$ cat src/rtl/gate_selftest_pkg.sv
// -----------------------------------------------------------------------------
// gate_selftest_pkg
//   Shared definitions for the two-input gate bank self-test sequencer:
//   - state_t      : sequencer FSM states
//   - Y_*          : bit positions inside the gate bank's 7-bit y result
//   - expected_y() : golden response of a healthy gate bank for inputs (a,b)
// -----------------------------------------------------------------------------
package gate_selftest_pkg;

  typedef enum logic [1:0] {
    IDLE   = 2'd0,
    RUN    = 2'd1,
    FINISH = 2'd2
  } state_t;

  // Width of the gate bank result bus and position of each gate in it.
  localparam int Y_W    = 7;
  localparam int Y_OR   = 0;
  localparam int Y_AND  = 1;
  localparam int Y_NOTA = 2;
  localparam int Y_XOR  = 3;
  localparam int Y_XNOR = 4;
  localparam int Y_NAND = 5;
  localparam int Y_NOR  = 6;

  // Settle and loop counters are sized for the 1..255 parameter range.
  localparam int CNT_W = 8;

  // Response of a fault-free gate bank.
  function automatic logic [Y_W-1:0] expected_y(input logic a, input logic b);
    logic [Y_W-1:0] y;
    y         = '0;
    y[Y_OR]   = a | b;
    y[Y_AND]  = a & b;
    y[Y_NOTA] = ~a;
    y[Y_XOR]  = a ^ b;
    y[Y_XNOR] = ~(a ^ b);
    y[Y_NAND] = ~(a & b);
    y[Y_NOR]  = ~(a | b);
    return y;
  endfunction

endpackage : gate_selftest_pkg

$ cat src/rtl/gate_selftest_seq_golden.sv
// -----------------------------------------------------------------------------
// gate_golden
//   Purely combinational golden model of the two-input gate bank.
//   Ports:
//     a, b : gate bank inputs
//     y    : expected 7-bit result ([0]OR [1]AND [2]NOT a [3]XOR [4]XNOR
//            [5]NAND [6]NOR)
// -----------------------------------------------------------------------------
module gate_golden
  import gate_selftest_pkg::*;
(
  input  logic           a,
  input  logic           b,
  output logic [Y_W-1:0] y
);

  assign y = expected_y(a, b);

endmodule : gate_golden

$ cat src/rtl/gate_selftest_seq.sv
// -----------------------------------------------------------------------------
// gate_selftest_seq
//   Self-test sequencer for the two-input gate bank. On an accepted start it
//   walks {a,b} through 00,01,10,11 (LOOPS times), holds each vector for
//   SETTLE_CYCLES clocks, samples the bank result y_i on the last held edge
//   and compares it against the golden model.
//
//   Parameters:
//     SETTLE_CYCLES : clocks each vector is held before sampling (1..255)
//     LOOPS         : full 4-vector passes per run (1..255)
//     ERR_W         : width of the saturating mismatch counter
//
//   Ports:
//     clk, rst_n      : clock (rising edge), async active-low reset
//     start           : run request, only honoured while idle
//     a_o, b_o        : registered drive into the gate bank
//     y_i             : gate bank result (synchronous to clk)
//     busy            : run in progress
//     done            : one-cycle pulse at end of run
//     pass            : last run had no mismatch (held until next start)
//     err_cnt         : mismatching samples in last run (saturating)
//     fail_mask       : bit {a,b} set if that vector ever mismatched
//     first_fail_vec  : {a,b} of the first mismatch
//     first_fail_bits : y_i ^ expected at the first mismatch
// -----------------------------------------------------------------------------
module gate_selftest_seq
  import gate_selftest_pkg::*;
#(
  parameter int SETTLE_CYCLES = 2,
  parameter int LOOPS         = 1,
  parameter int ERR_W         = 4
) (
  input  logic             clk,
  input  logic             rst_n,
  input  logic             start,
  output logic             a_o,
  output logic             b_o,
  input  logic [Y_W-1:0]   y_i,
  output logic             busy,
  output logic             done,
  output logic             pass,
  output logic [ERR_W-1:0] err_cnt,
  output logic [3:0]       fail_mask,
  output logic [1:0]       first_fail_vec,
  output logic [Y_W-1:0]   first_fail_bits
);

  localparam logic [CNT_W-1:0] SETTLE_INIT = CNT_W'(SETTLE_CYCLES);
  localparam logic [CNT_W-1:0] LOOP_INIT   = CNT_W'(LOOPS);
  localparam logic [ERR_W-1:0] ERR_MAX     = '1;

  state_t           state_q, state_d;
  logic [1:0]       vec_q, vec_d;        // current {a,b}; drives a_o/b_o
  logic [CNT_W-1:0] settle_q, settle_d;
  logic [CNT_W-1:0] loop_q, loop_d;
  logic [ERR_W-1:0] err_q, err_d;
  logic [3:0]       mask_q, mask_d;
  logic [1:0]       ffv_q, ffv_d;
  logic [Y_W-1:0]   ffb_q, ffb_d;
  logic             pass_q, pass_d;

  logic [Y_W-1:0]   exp_y;
  logic [Y_W-1:0]   diff;
  logic             mismatch;
  logic             sample;

  gate_golden u_golden (
    .a (vec_q[1]),
    .b (vec_q[0]),
    .y (exp_y)
  );

  assign diff     = y_i ^ exp_y;
  assign mismatch = |diff;
  // The sample edge is the one on which the settle counter would reach 0.
  assign sample   = (state_q == RUN) && (settle_q == CNT_W'(1));

  // ---------------------------------------------------------------------------
  // Next-state and datapath logic
  // ---------------------------------------------------------------------------
  // NOTE: every signal written here gets a default first, so no path through
  // the case leaves a value unassigned and no latch is inferred.
  always_comb begin
    state_d  = state_q;
    vec_d    = vec_q;
    settle_d = settle_q;
    loop_d   = loop_q;
    err_d    = err_q;
    mask_d   = mask_q;
    ffv_d    = ffv_q;
    ffb_d    = ffb_q;
    pass_d   = pass_q;

    unique case (state_q)
      IDLE: begin
        if (start) begin
          state_d  = RUN;
          vec_d    = 2'b00;
          settle_d = SETTLE_INIT;
          loop_d   = LOOP_INIT;
          err_d    = '0;
          mask_d   = '0;
          ffv_d    = '0;
          ffb_d    = '0;
          pass_d   = 1'b0;
        end
      end

      RUN: begin
        settle_d = settle_q - CNT_W'(1);
        if (sample) begin
          if (mismatch) begin
            if (err_q != ERR_MAX) begin
              err_d = err_q + ERR_W'(1);
            end
            mask_d[vec_q] = 1'b1;
            // err_q is cleared at start and never wraps, so zero here means
            // this is the first mismatch of the run.
            if (err_q == '0) begin
              ffv_d = vec_q;
              ffb_d = diff;
            end
          end

          settle_d = SETTLE_INIT;
          vec_d    = vec_q + 2'd1;

          if (vec_q == 2'b11) begin
            if (loop_q == CNT_W'(1)) begin
              state_d = FINISH;
              vec_d   = 2'b00;
              // Final sample's result is folded in directly.
              pass_d  = (err_q == '0) && !mismatch;
            end else begin
              loop_d = loop_q - CNT_W'(1);
            end
          end
        end
      end

      FINISH: begin
        state_d = IDLE;
      end

      default: begin
        state_d = IDLE;
      end
    endcase
  end

  // ---------------------------------------------------------------------------
  // State and result registers
  // ---------------------------------------------------------------------------
  // NOTE: state uses non-blocking assignments so every register samples the
  // pre-edge values computed above, regardless of statement order.
  // NOTE: every register here is a plain flop (no memory arrays), so all of
  // them are cleared by the async reset to make outputs 0 immediately.
  always_ff @(posedge clk or negedge rst_n) begin
    if (!rst_n) begin
      state_q  <= IDLE;
      vec_q    <= '0;
      settle_q <= '0;
      loop_q   <= '0;
      err_q    <= '0;
      mask_q   <= '0;
      ffv_q    <= '0;
      ffb_q    <= '0;
      pass_q   <= 1'b0;
    end else begin
      state_q  <= state_d;
      vec_q    <= vec_d;
      settle_q <= settle_d;
      loop_q   <= loop_d;
      err_q    <= err_d;
      mask_q   <= mask_d;
      ffv_q    <= ffv_d;
      ffb_q    <= ffb_d;
      pass_q   <= pass_d;
    end
  end

  // busy/done decode straight from the state register, so they are glitch
  // free and drop together with the state on reset.
  assign a_o             = vec_q[1];
  assign b_o             = vec_q[0];
  assign busy            = (state_q == RUN);
  assign done            = (state_q == FINISH);
  assign pass            = pass_q;
  assign err_cnt         = err_q;
  assign fail_mask       = mask_q;
  assign first_fail_vec  = ffv_q;
  assign first_fail_bits = ffb_q;

endmodule : gate_selftest_seq

$ cat config.mk
export PLATFORM = sky130hd
export DESIGN_NAME = gate_selftest_seq
export DESIGN_NICKNAME = d
export VERILOG_FILES = /design/src/rtl/gate_selftest_pkg.sv /design/src/rtl/gate_selftest_seq_golden.sv /design/src/rtl/gate_selftest_seq.sv
export SDC_FILE = /design/constraint.sdc
export NUM_CORES = 1
export LEC_CHECK = 0
export CAP_MARGIN = 20
export CELL_PAD_IN_SITES_DETAIL_PLACEMENT = 1
export CELL_PAD_IN_SITES_GLOBAL_PLACEMENT = 2
export CORE_ASPECT_RATIO = 0.7
export CORE_MARGIN = 3
export CORE_UTILIZATION = 34
export CTS_CLUSTER_SIZE = 8
export DETAILED_ROUTE_END_ITERATION = 6
export PLACE_DENSITY = 0.87
export SETUP_SLACK_MARGIN = 0.3
export SLEW_MARGIN = 20
export SYNTH_ARGS = -nofsm -noshare
export SYNTH_HDL_FRONTEND = slang
export SYNTH_SLANG_ARGS = --single-unit
$ cat constraint.sdc
create_clock -name clk -period 2.1 [get_ports clk]
set_input_delay 0.42 -clock clk [delete_from_list [all_inputs] [get_ports clk]]
set_output_delay 0.42 -clock clk [all_outputs]
set_load 0.03 [all_outputs]
==> impl_metrics.ini <==
[detailed_routing]
vias = 1815
wire_per_inst_um = 16.7
final_antenna_net_count = 0
drtIter0Drc = 44
drc_errors = 0
via_per_inst = 5.06
routed_wl_um = 5990
drtPass1Iterations = 4

[yosys]
ys_ff_latch = 38
synth_edf_count = 0
seq_area_frac_synth_pct = 45.0
synthCells = 212
yosysWarnings = 0
synth_top_flop_cell = dfrtp_1
synth.distinct_cells = 39
syn-num-nets = 232
syn_area_sq_mm = 0.00211
synth_area_per_cell_sq_um = 9.97
async_flop_share_pct = 100

[sta]
max_freq_mhz = 515
period_needed_ns = 1.94
setup_ws_ns = 0.159
setup_tns_ns = 0
drv_slew = 0
hold_slack_ns = 0.0824
tightest_slew_ns = 0.537
finalCritPeriodShare_pct = 92.4
rsz0062_at_grt = yes
hold_viol = 0
skew_ns = 0.00654
finalSetupViolCount = 0
max_slew_margin_pct = 64.0

[die]
start_util_pct = 36.0
ios = 32
die_area_sq_mm = 0.00722
rows = 23
core-area_sq_mm = 0.00587
die_w_um = 100
die_h_um = 72.0

[power_and_ir_drop]
leakage_nw = 1.42
vdd_drop_max_v = 0.000602
power_density_mw_per_mm2 = 1250

[grt]
grt_use_total_pct = 17.5
antenna_found_initial = 0
grt_start_max_net_pins = 23
grt_pass1_wl_um = 9850
grt-ovfl-total = 0
grt_pass1_vias = 1913

[worst_setup_path]
crit_type = reg2reg
crit_path_max_fanout = 10
crit_slowest_cell = dfrtp_2
worst-path-buf-inv = 2
path_cells = inv_2 -> ha_4 -> or2b_2 -> mux2i_2 -> nand4_1 -> buf_6 -> o41ai_2
end_kind = register
slowest_delay_ns = 0.41
cp-start-kind = register
worstPathRequired_ns = 2.29
critPathTopFamily = simple AND/OR/NAND/NOR gates
arrival_ns = 2.13

[clocking]
clk_pin_slew_ns = 0.09
cts_tree = built
htreeDepth = 2
clock_latency_ns = 0.30
root_buffer = clkbuf_8
cts_buffer_depth = 2
cts_buffers = 5
cts_sinks = 38
hold_buffers = 0

[layout]
drive_gt1_share_pct = 28.9
area_delta_synth_final_pct = 40.6
nets = 303
diodes = 0

[hold_path]
min_path_type = in2async

[placed_design]
preCtsSetupSlack_ns = -0.281
gp_congestion = 0.743
port_buffers = 31
dp_hpwl_um = 4290

[job]
maxCapViolCount = 0

[outcome]
status = finished, final reports clean
-- cell families (layout without fill, tap and decap cells) --
group / Yosys count / after routing / synth area share, %
and+or+nand+nor: 91 / 91 / 22.7
DFF: 38 / 38 / 45.0
AOI/OAI and AO/OA: 28 / 28 / 8.94
xor gates and xnor gates: 16 / 16 / 6.63
buffers and inverters: 16 / 88 / 4.67
muxes: 13 / 13 / 6.15
adders and majority gates: 10 / 10 / 5.92
-- final timing paths --
kind	startpoint	cells past startpoint	slack, ns	to
setup / recovery	vec_q[1]	7	0.16	pass
hold / removal	rst_n	1	0.08	fail_mask[0]
setup reg to reg	vec_q[1]	7	0.16	pass
hold reg to reg	fail_mask[2]	2	0.51	fail_mask[2]
max in group asynchronous	rst_n	2	1.47	settle_q[5]
min in group clk	fail_mask[2]	2	0.51	fail_mask[2]
-- what timing repair did --
item | 4_1_cts | 5_1_grt
resized for setup | 24 | 14
pin swaps | 0 | 2
endpoints found under the setup margin | 33 | 35
buffers inserted | 7 | 5
-- report_power, final --
group	internal (mW)	switching [mW]	leakage [nW]
sequential	0.979	0.210	0.482
combinational	0.875	1.00	0.879
clock	0.350	0.289	0.0579
total	2.20	1.50	1.42
-- state kept, by name, summed over array words and instances, names as in the netlist --
| register | cells |
|---|---|
| state_q | 2 |
| vec_q | 2 |
| first_fail_vec | 2 |
| pass | 1 |
| settle_q | 8 |
| first_fail_bits | 7 |
| loop_q | 8 |
| err_cnt | 4 |
| fail_mask | 4 |
-- layout make-up --
type / count / area [sq um]
clock inverter: 3 / 40.0
timing repair buffer: 71 / 627
clock buffer: 5 / 68.8
inverter: 9 / 37.5
fill: 683 / 2900
multi-input combinational: 158 / 1150
tap: 75 / 93.8
sequential: 38 / 956
-- synth_stat cells (6+ instances only) --
master	n	share of area [%]
or2b_2	6	2.5
nand2_1	26	4.6
mux2i_1	13	6.2
nor2_1	22	3.9
ha_1	10	5.9
a31oi_1	7	2.1
xor2_1	14	5.8
o21ai_0	7	1.7
inv_1	9	1.6
dfrtp_1	38	45
nand3_1	11	2.6
nor3_1	6	1.4
-- placed cells by master (no fill, tap or decap), types with 6 or more instances in the layout --
cell	n
a31oi_1	7
buf_4	36
clkdlybuf4s50_1	17
dfrtp_1	34
ha_1	8
inv_1	6
mux2i_1	11
nand2_1	26
nand3_1	11
nor2_1	22
nor3_1	6
o21ai_0	7
xor2_1	14
-- stage by stage --
stage / util [%] / cells / total power [mW] / area (sq um)
floorplan: - / 212 / 2.23 / 2140
global placement: 45.7 / 339 / 2.93 / 2680
detailed placement: 45.7 / 339 / 2.99 / 2680
CTS: 49.1 / 354 / 3.68 / 2890
global route: 50.6 / 359 / 3.97 / 2970
finish: 50.6 / 359 / 3.71 / 2970
-- per-layer routing --
layer / GRT usage [%] / up-vias / share of wire [%]
met3: 3.27 / 5 / 3.0
met2: 27.8 / 26 / 47
met4: 5.08 / 0 / 1.1
li1: - / 874 / -
met1: 24.3 / 910 / 49
met5: 0 / - / 0
Note: power is estimated with default switching activity, not from simulation.
